==> config.mk <==
export PLATFORM = sky130hd
export DESIGN_NAME = imem_loader
export DESIGN_NICKNAME = d
export VERILOG_FILES = /design/src/rtl/imem_loader_pkg.sv /design/src/rtl/byte_word_packer.sv /design/src/rtl/imem_loader.sv
export SDC_FILE = /design/constraint.sdc
export NUM_CORES = 1
export LEC_CHECK = 0
export CAP_MARGIN = 0
export CORE_UTILIZATION = 50
export CTS_CLUSTER_SIZE = 40
export DETAILED_ROUTE_END_ITERATION = 6
export PLACE_DENSITY = 0.75
export SETUP_SLACK_MARGIN = 0.1
export SLEW_MARGIN = 20
export SYNTH_ARGS = -nofsm -noshare
export SYNTH_HDL_FRONTEND = slang
export SYNTH_SLANG_ARGS = --single-unit
==> constraint.sdc <==
create_clock -name clk -period 4.8 [get_ports clk]
set_input_delay 0.96 -clock clk [delete_from_list [all_inputs] [get_ports clk]]
set_output_delay 0.96 -clock clk [all_outputs]
set_load 0.05 [all_outputs]
==> src/rtl/imem_loader_pkg.sv <==
// Shared definitions for the boot-time instruction memory loader.
package imem_loader_pkg;

    typedef enum logic [2:0] {
        IDLE = 3'd0,
        HDR  = 3'd1,
        LOAD = 3'd2,
        DONE = 3'd3,
        ERR  = 3'd4
    } loader_state_t;

    // Length header is a 32-bit little-endian byte count.
    localparam int unsigned LOADER_HDR_BYTES = 4;
    localparam int unsigned CNT_WIDTH        = 32;

endpackage

==> src/rtl/byte_word_packer.sv <==
// Assembles bytes into a word by lane; the output already includes the byte
// being shifted this cycle so the caller can capture a complete word at once.
module byte_word_packer #(
    parameter int unsigned InstrWidth = 32,
    parameter int unsigned EntryWidth = 8,
    parameter int unsigned LaneWidth  = $clog2(InstrWidth / EntryWidth)
) (
    input  logic                  clk,
    input  logic                  rst,
    input  logic [EntryWidth-1:0] data_byte,
    input  logic [LaneWidth-1:0]  lane,
    input  logic                  shift,
    output logic [InstrWidth-1:0] word_c
);

    logic [InstrWidth-1:0] word_q;

    // Hold previously received lanes of the word being built.
    always_ff @(posedge clk) begin
        if (rst) begin
            word_q <= '0;
        end else if (shift) begin
            word_q[32'(lane) * EntryWidth +: EntryWidth] <= data_byte;
        end
    end

    // Merge the byte arriving this cycle into the stored lanes.
    always_comb begin
        word_c = word_q;
        if (shift) begin
            word_c[32'(lane) * EntryWidth +: EntryWidth] = data_byte;
        end
    end

endmodule

==> src/rtl/imem_loader.sv <==
// Boot loader: takes a length-prefixed byte stream, writes it into imem as
// little-endian words and releases the core once a full image has landed.
module imem_loader
    import imem_loader_pkg::*;
#(
    parameter int unsigned IMemCacheLen = 8192,
    parameter int unsigned InstrWidth   = 32,
    parameter int unsigned EntryWidth   = 8
) (
    input  logic                            clk,
    input  logic                            rst,
    input  logic                            start,
    input  logic [EntryWidth-1:0]           rx_data,
    input  logic                            rx_valid,
    output logic                            rx_ready,
    output logic                            mem_wr_en,
    output logic [$clog2(IMemCacheLen)-1:0] mem_wr_addr,
    output logic [InstrWidth-1:0]           mem_wr_data,
    output logic                            core_rst,
    output logic                            busy,
    output logic                            done,
    output logic                            error
);

    localparam int unsigned AddrWidth    = $clog2(IMemCacheLen);
    localparam int unsigned BytesPerWord = InstrWidth / EntryWidth;
    localparam int unsigned LaneWidth    = $clog2(BytesPerWord);

    loader_state_t          state, state_nxt;
    logic [CNT_WIDTH-1:0]   cnt, cnt_nxt;
    logic [CNT_WIDTH-1:0]   len, len_nxt;
    logic [InstrWidth-1:0]  packed_c;
    logic                   xfer, hdr_last, len_bad, word_last;
    logic                   rx_ready_nxt, wr_en_nxt, core_rst_nxt;
    logic                   busy_nxt, done_nxt, error_nxt;
    logic [AddrWidth-1:0]   wr_addr_nxt;
    logic [InstrWidth-1:0]  wr_data_nxt;

    assign xfer      = rx_valid & rx_ready;
    assign hdr_last  = (state == HDR) && xfer && (cnt == CNT_WIDTH'(LOADER_HDR_BYTES - 1));
    assign word_last = (state == LOAD) && xfer
                       && (cnt[LaneWidth-1:0] == LaneWidth'(BytesPerWord - 1));
    // Length must be non-zero, whole words, and fit in imem (32-bit compare).
    assign len_bad   = (packed_c == '0)
                       || (packed_c[LaneWidth-1:0] != '0)
                       || (CNT_WIDTH'(packed_c) > CNT_WIDTH'(IMemCacheLen));

    // One packer serves both the length header and the payload words.
    byte_word_packer #(
        .InstrWidth (InstrWidth),
        .EntryWidth (EntryWidth),
        .LaneWidth  (LaneWidth)
    ) u_packer (
        .clk       (clk),
        .rst       (rst),
        .data_byte (rx_data),
        .lane      (cnt[LaneWidth-1:0]),
        .shift     (xfer),
        .word_c    (packed_c)
    );

    // State register.
    always_ff @(posedge clk) begin
        if (rst) begin
            state <= IDLE;
        end else begin
            state <= state_nxt;
        end
    end

    // Next-state logic; start is only honoured outside HDR/LOAD.
    always_comb begin
        state_nxt = state;
        case (state)
            IDLE:    if (start) state_nxt = HDR;
            HDR:     if (hdr_last) state_nxt = len_bad ? ERR : LOAD;
            LOAD:    if (cnt == len) state_nxt = DONE;
            DONE:    if (start) state_nxt = HDR;
            ERR:     if (start) state_nxt = HDR;
            default: state_nxt = IDLE;
        endcase
    end

    // Next values for counters, write port and status outputs.
    always_comb begin
        cnt_nxt      = cnt;
        len_nxt      = len;
        wr_en_nxt    = 1'b0;
        wr_addr_nxt  = mem_wr_addr;
        wr_data_nxt  = mem_wr_data;

        if ((state_nxt == HDR) && (state != HDR)) begin
            cnt_nxt = '0;
        end else if (hdr_last) begin
            cnt_nxt = '0;
            len_nxt = CNT_WIDTH'(packed_c);
        end else if (xfer) begin
            cnt_nxt = cnt + CNT_WIDTH'(1);
        end

        if (word_last) begin
            wr_en_nxt   = 1'b1;
            wr_addr_nxt = AddrWidth'({cnt[CNT_WIDTH-1:LaneWidth], LaneWidth'(0)});
            wr_data_nxt = packed_c;
        end

        rx_ready_nxt = (state_nxt == HDR) || ((state_nxt == LOAD) && (cnt_nxt != len_nxt));
        busy_nxt     = (state_nxt == HDR) || (state_nxt == LOAD);
        done_nxt     = (state_nxt == DONE);
        error_nxt    = (state_nxt == ERR);
        core_rst_nxt = (state_nxt != DONE);
    end

    // Registered datapath and outputs.
    always_ff @(posedge clk) begin
        if (rst) begin
            cnt         <= '0;
            len         <= '0;
            rx_ready    <= 1'b0;
            mem_wr_en   <= 1'b0;
            mem_wr_addr <= '0;
            mem_wr_data <= '0;
            core_rst    <= 1'b1;
            busy        <= 1'b0;
            done        <= 1'b0;
            error       <= 1'b0;
        end else begin
            cnt         <= cnt_nxt;
            len         <= len_nxt;
            rx_ready    <= rx_ready_nxt;
            mem_wr_en   <= wr_en_nxt;
            mem_wr_addr <= wr_addr_nxt;
            mem_wr_data <= wr_data_nxt;
            core_rst    <= core_rst_nxt;
            busy        <= busy_nxt;
            done        <= done_nxt;
            error       <= error_nxt;
        end
    end

endmodule
* Word-level counts from Yosys, hierarchy flattened
Index checks and enable logic that the tools add are counted.
** Storage, ports and cells
- Bits in registers :: 148
- Bits in latches :: 0
- Bits in writable memories :: 0
- Bits in read-only memories :: 0
- Output and inout bits :: 51
- Word-level logic and storage cells :: 59
- Memories :: 0
** Operators by class
- Add/subtract/negate cells :: 2
- Multipliers :: 0
- Div/mod/pow operators :: 0
- $lt $le $gt $ge :: 1
- Equality and inequality tests :: 14
- Shift-type cells :: 2
- Muxes and demuxes :: 13
- Bitwise gates (word level) :: 1
- Reductions and logical operators :: 14
** Operators by type and width (number)
- $mux W32 :: 6
- $neg A5 Y34 :: 1
- $shift A8 B34 Y32 const A :: 1
- $shiftx A8 B34 Y32 :: 1
- $add A32 B1 Y32 const B :: 1
- $bwmux W32 :: 1
- $eq A32 B2 Y1 const B :: 1
- $eq A32 B32 Y1 :: 1
- $gt A32 B14 Y1 const B :: 1
- $logic_not A32 Y1 :: 1
- $ne A32 B32 Y1 :: 1
- $eq A3 B2 Y1 const B :: 4
- $mux W3 :: 4
- $pmux W3 S3 :: 1
- $eq A3 B1 Y1 const B :: 2
- $eq A3 B3 Y1 const B :: 2
- $logic_and A1 B1 Y1 :: 6
- $logic_or A1 B1 Y1 :: 4
- $logic_not A3 Y1 :: 1
- $ne A3 B1 Y1 const B :: 1
- $ne A3 B2 Y1 const B :: 1
- $reduce_or A3 Y1 :: 1
- $eq A2 B2 Y1 const B :: 1
- $reduce_bool A2 Y1 :: 1
- 2 further kinds :: 2

* Longest topological paths before layout
- Depth after elaboration :: 16
- Depth in mapped cells :: 14
- Depth with buffers taken out :: 12

* Cells and area by module
Synthesis repeated with hierarchy kept, for this count alone.
** Unflattened totals
- Cell total of the unflattened synthesis :: 911
- Area, all modules :: 7823.8 sq um
** Modules (own cells, without submodules)
- imem_loader :: instances 1, cells each 710, area each 5879.4 sq um, sequential area each 2322.2 sq um
- byte_word_packer :: instances 1, cells each 201, area each 1944.4 sq um, sequential area each 640.6 sq um

* Worst setup path after synthesis
No wires, ideal clock.
- Path kind :: input -> register
- Start point :: input rx_valid
- End point :: register rx_ready
- Arrival :: 3.176 ns
- Required time :: 4.671 ns
- Slack :: 1.495 ns
- Cell stages on the path :: 11
- Path buffers :: 1
- Cells stage by stage :: buf_4 > nand3_2 > nor4b_4 > a22oi_1 > mux2_2 > xor2_1 > o32a_1 > o22ai_1 > nand4_1 > nor4_1 > a31oi_1
** On the way
- Word-level cells in the longest chain between the ends :: 14
- Elaborated cells on any way between the ends :: 23
- Those cells by class :: 1 x order compare; 3 x eq/ne; 9 x mux; 1 x bitwise; 9 x reduce/logical
** Ends and longest elaborated chain
- from (decl) :: line imem_loader.sv:14 : input logic rx_valid,
- $and A1 B1 Y1 (*) :: line imem_loader.sv:39 : assign xfer = rx_valid & rx_ready;
- branches (longest 12 deep; another with $gt A32 B14 Y1)
- $logic_or A1 B1 Y1 (*) :: line imem_loader.sv:107 : rx_ready_nxt = (state_nxt == HDR) || ((state_nxt == LOAD) && (cnt_nxt != len_nxt));
- to (signal assigned) :: line imem_loader.sv:130 : rx_ready <= rx_ready_nxt;
- to (decl) :: line imem_loader.sv:15 : output logic rx_ready,
Every way passes the cells marked *.
A chain may end at the register's enable or synchronous reset.

* Worst setup path after layout
Same ends and word-level chain as after synthesis.

==> run metrics <==
largest net degree at the start of global routing 64; htree depth 4; Sw Share 0.219; Worst VDD drop 0.000249 V; worst-path cell chain clkdlybuf4s50_1 > nand3_2 > nor4b_4 > a22oi_1 > mux2_2 > xor2_1 > o32a_1 > o22ai_1 > nand4_1 > nor4_1 > a31oi_1; sequential area share after synthesis 0.417; # DRC 0; Die W about 120 µm; cts repair resizes 0; Synth async-reset ratio 0; initial DRC count 825; Slew @ Worst Pin between 0.7 and 0.8 ns; antenna fix cells 0; Worst Setup Path Type input pin to flip-flop; Critical Path AT 4.28 ns; post-route clock skew a little under 0.01 ns; Synth top area share 0.417; Core Area around 0.014 mm²; number of hold violations in the final report 0; Mapped Area approximately 0.007 mm²; Syn Inst Count 842; Max-cap violations 0; Hold Worst Slack between 0.4 and 0.5 ns; setup ws final 0.804 ns; Total Neg Setup Slack 0 ns; max_slew headroom 0.478; Clock transition at path regs 0.06 ns; Synth area leader dfxtp_1; average via count per standard cell 5.98; die height 121 µm; Clk pwr share 0.499; slowest CP cell clkdlybuf4s50_1; antenna violations before repair 0; fin crit share 0.832; Post-CTS Hold Fix Bufs 0; Post-CTS Setup Repair Bufs 0; clk buf depth 2; die area 0.0147 mm²; CTS tree built; vias in the first global route just under 6,000; PortBufs 60; Post-synth top flop dfxtp_1; P&R area growth vs syn 18.7%; CP Max Fanout 10; routed wire length roughly 20,000 µm; DR vias 6,437; pwr dens around 330 mW/mm²; Post-synth EDFFs 0; Nets 901; fmax 0.250 GHz; Place WS 0.537 ns; Avg Inst Size Synth between 8 and 9 µm²; endpoint class of the critical path flip-flop; GPL Wtd Cong 1.02; fin crit period ~4.0 ns; WL met2 9320 µm; layout cell share with drive strength beyond 1 0.0815; worst skew pair latency between 0.4 and 0.5 ns; Area contributors post-synth dfxtp_1 42%, nor2_1 7.9%, xnor2_1 5.3%; Internal around 2.2 mW; wl on met1 8820 µm; status completed; wire length on met3 roughly 1700 µm; Max stage delay on crit path between 0.6 and 0.7 ns; Avg WL per Cell 19.1 µm; row cnt 43; global-route wire length before repair 32,300 µm; Hold Path Class flip-flop to flip-flop; P_leak 2.99 nW; Worst EP required slightly above 5 ns; Reg power frac 0.444; HPWL Detailed 15,000 µm; Synth Register Bits between 100 and 150; Final setup violation count 0; RSZ-0062 raised after global routing false; Root Buffer clkbuf_16; register area 0.00296 mm²; fill cell total of the finished layout 1,214; switching power between 0.6 and 0.7 mW; Final Max Tran Viols 0; CTS Buf Count 17; Comb power frac 0.057; Startpoint Class input pin; total power roughly 2.8 mW; Post-DRT Antenna Nets 0; Yosys cell types between 60 and 70; grt ovf 0; Clock Sinks 148; Top Layer Used met4; Syn. warnings 0; area of the multi-input gates roughly 0.0038 mm²; # IOs 63; Initial Utilization 0.512; DRT Pass-1 Iters 5; gr usage total 0.293
[registers in the layout, indices dropped and copies added (netlist names)]
name             flops
busy                 1
core_rst             1
done                 1
rx_ready             1
mem_wr_en            1
cnt                 32
u_packer.word_q     32
mem_wr_addr         11
error                1
len                 32
state                3
mem_wr_data         32
[worst paths after layout]
path                   from             end  slack [ns]  cells past startpoint
min          mem_wr_addr[6]  mem_wr_addr[6]        0.45                      2
max reg2reg          cnt[1]        rx_ready        0.96                     11
min reg2reg  mem_wr_addr[6]  mem_wr_addr[6]        0.45                      2
max                rx_valid        rx_ready        0.80                     11
[power by group through the flow]
stage | sequential (mW) | combinational, mW | clock, mW
3_3_place_gp | 1.27 | 0.156 | 0
3_5_place_dp | 1.27 | 0.156 | 0
5_1_grt | 1.24 | 0.169 | 1.46
2_1_floorplan | 1.27 | 0.101 | 0
6_report | 1.24 | 0.160 | 1.39
4_1_cts | 1.24 | 0.157 | 1.40
[critical path, delay by kind of cell]
family | cells | cell delay [ns]
and+or+nand+nor | 4 | 1.21
AOI/OAI and AO/OA | 4 | 0.91
buffers and inverters | 1 | 0.69
muxes | 1 | 0.37
xor gates and xnor gates | 1 | 0.15
[synthesized netlist by cell type (all sizes together), types with 2 or more instances]
library cell / count
a2111oi: 5
a211oi: 34
a21oi: 36
a22o: 6
a22oi: 32
a2bb2oi: 2
a311oi: 2
a31oi: 3
and2: 9
and3: 12
and4: 7
buf: 28
clkbuf: 28
dfxtp: 148
ha: 6
inv: 19
mux2: 11
mux2i: 3
nand2: 65
nand2b: 3
nand3: 24
nand3b: 2
nand4: 22
nor2: 150
nor2b: 13
nor3: 10
nor3b: 4
nor4: 21
o21ai: 27
o22ai: 6
o31ai: 4
or2: 8
or3: 2
or4: 4
xnor2: 43
xor2: 28
[cell families after synthesis]
| kind of cell | share of synthesized area |
|---|---|
| AOI/OAI and AO/OA | 0.159 |
| other | 0.000527 |
| buffers and inverters | 0.0501 |
| and+or+nand+nor | 0.254 |
| xor gates and xnor gates | 0.0874 |
| DFF | 0.417 |
| muxes | 0.0216 |
| adders and majority gates | 0.0106 |
[metal layers]
metal,global-route usage,up-vias
met5,0,-
met4,0.149,0
met3,0.0639,61
met2,0.452,323
met1,0.382,3010
li1,-,3043
[layout make-up]
cell class,count,area share
Clock buffer,24,0.0559
Clock inverter,8,0.0176
Inverter,19,0.00845
Multi-Input combinational cell,620,0.450
Sequential cell,148,0.351
Tap cell,180,0.0267
Timing Repair Buffer,77,0.0904
[metrics by stage]
step	utilization	std cells	instance area [µm²]
2_1_floorplan	-	843	7120
3_3_place_gp	0.563	1044	7820
3_5_place_dp	0.563	1044	7820
4_1_cts	0.608	1076	8440
5_1_grt	0.608	1076	8440
6_report	0.608	1076	8440
[layout by cell type, fill, tap and decap left out, types with 6 or more instances in the layout]
cell             instances
nor4_1                  16
and3_1                  11
and4_1                   7
nand3_1                 22
a22o_1                   6
nand4_1                 22
a21oi_1                 36
o22ai_1                  6
and2_1                   8
xor2_1                  28
inv_1                   19
nor3_1                   9
nor2_1                 150
dfxtp_1                148
ha_1                     6
mux2_2                  11
o21ai_1                  8
clkbuf_16               17
buf_4                   15
nor2b_1                 13
a211oi_1                34
nand2_1                 64
clkdlybuf4s50_1         59
a22oi_1                 31
xnor2_1                 43
o21ai_0                 17
Power figures use the tool's default switching activity.
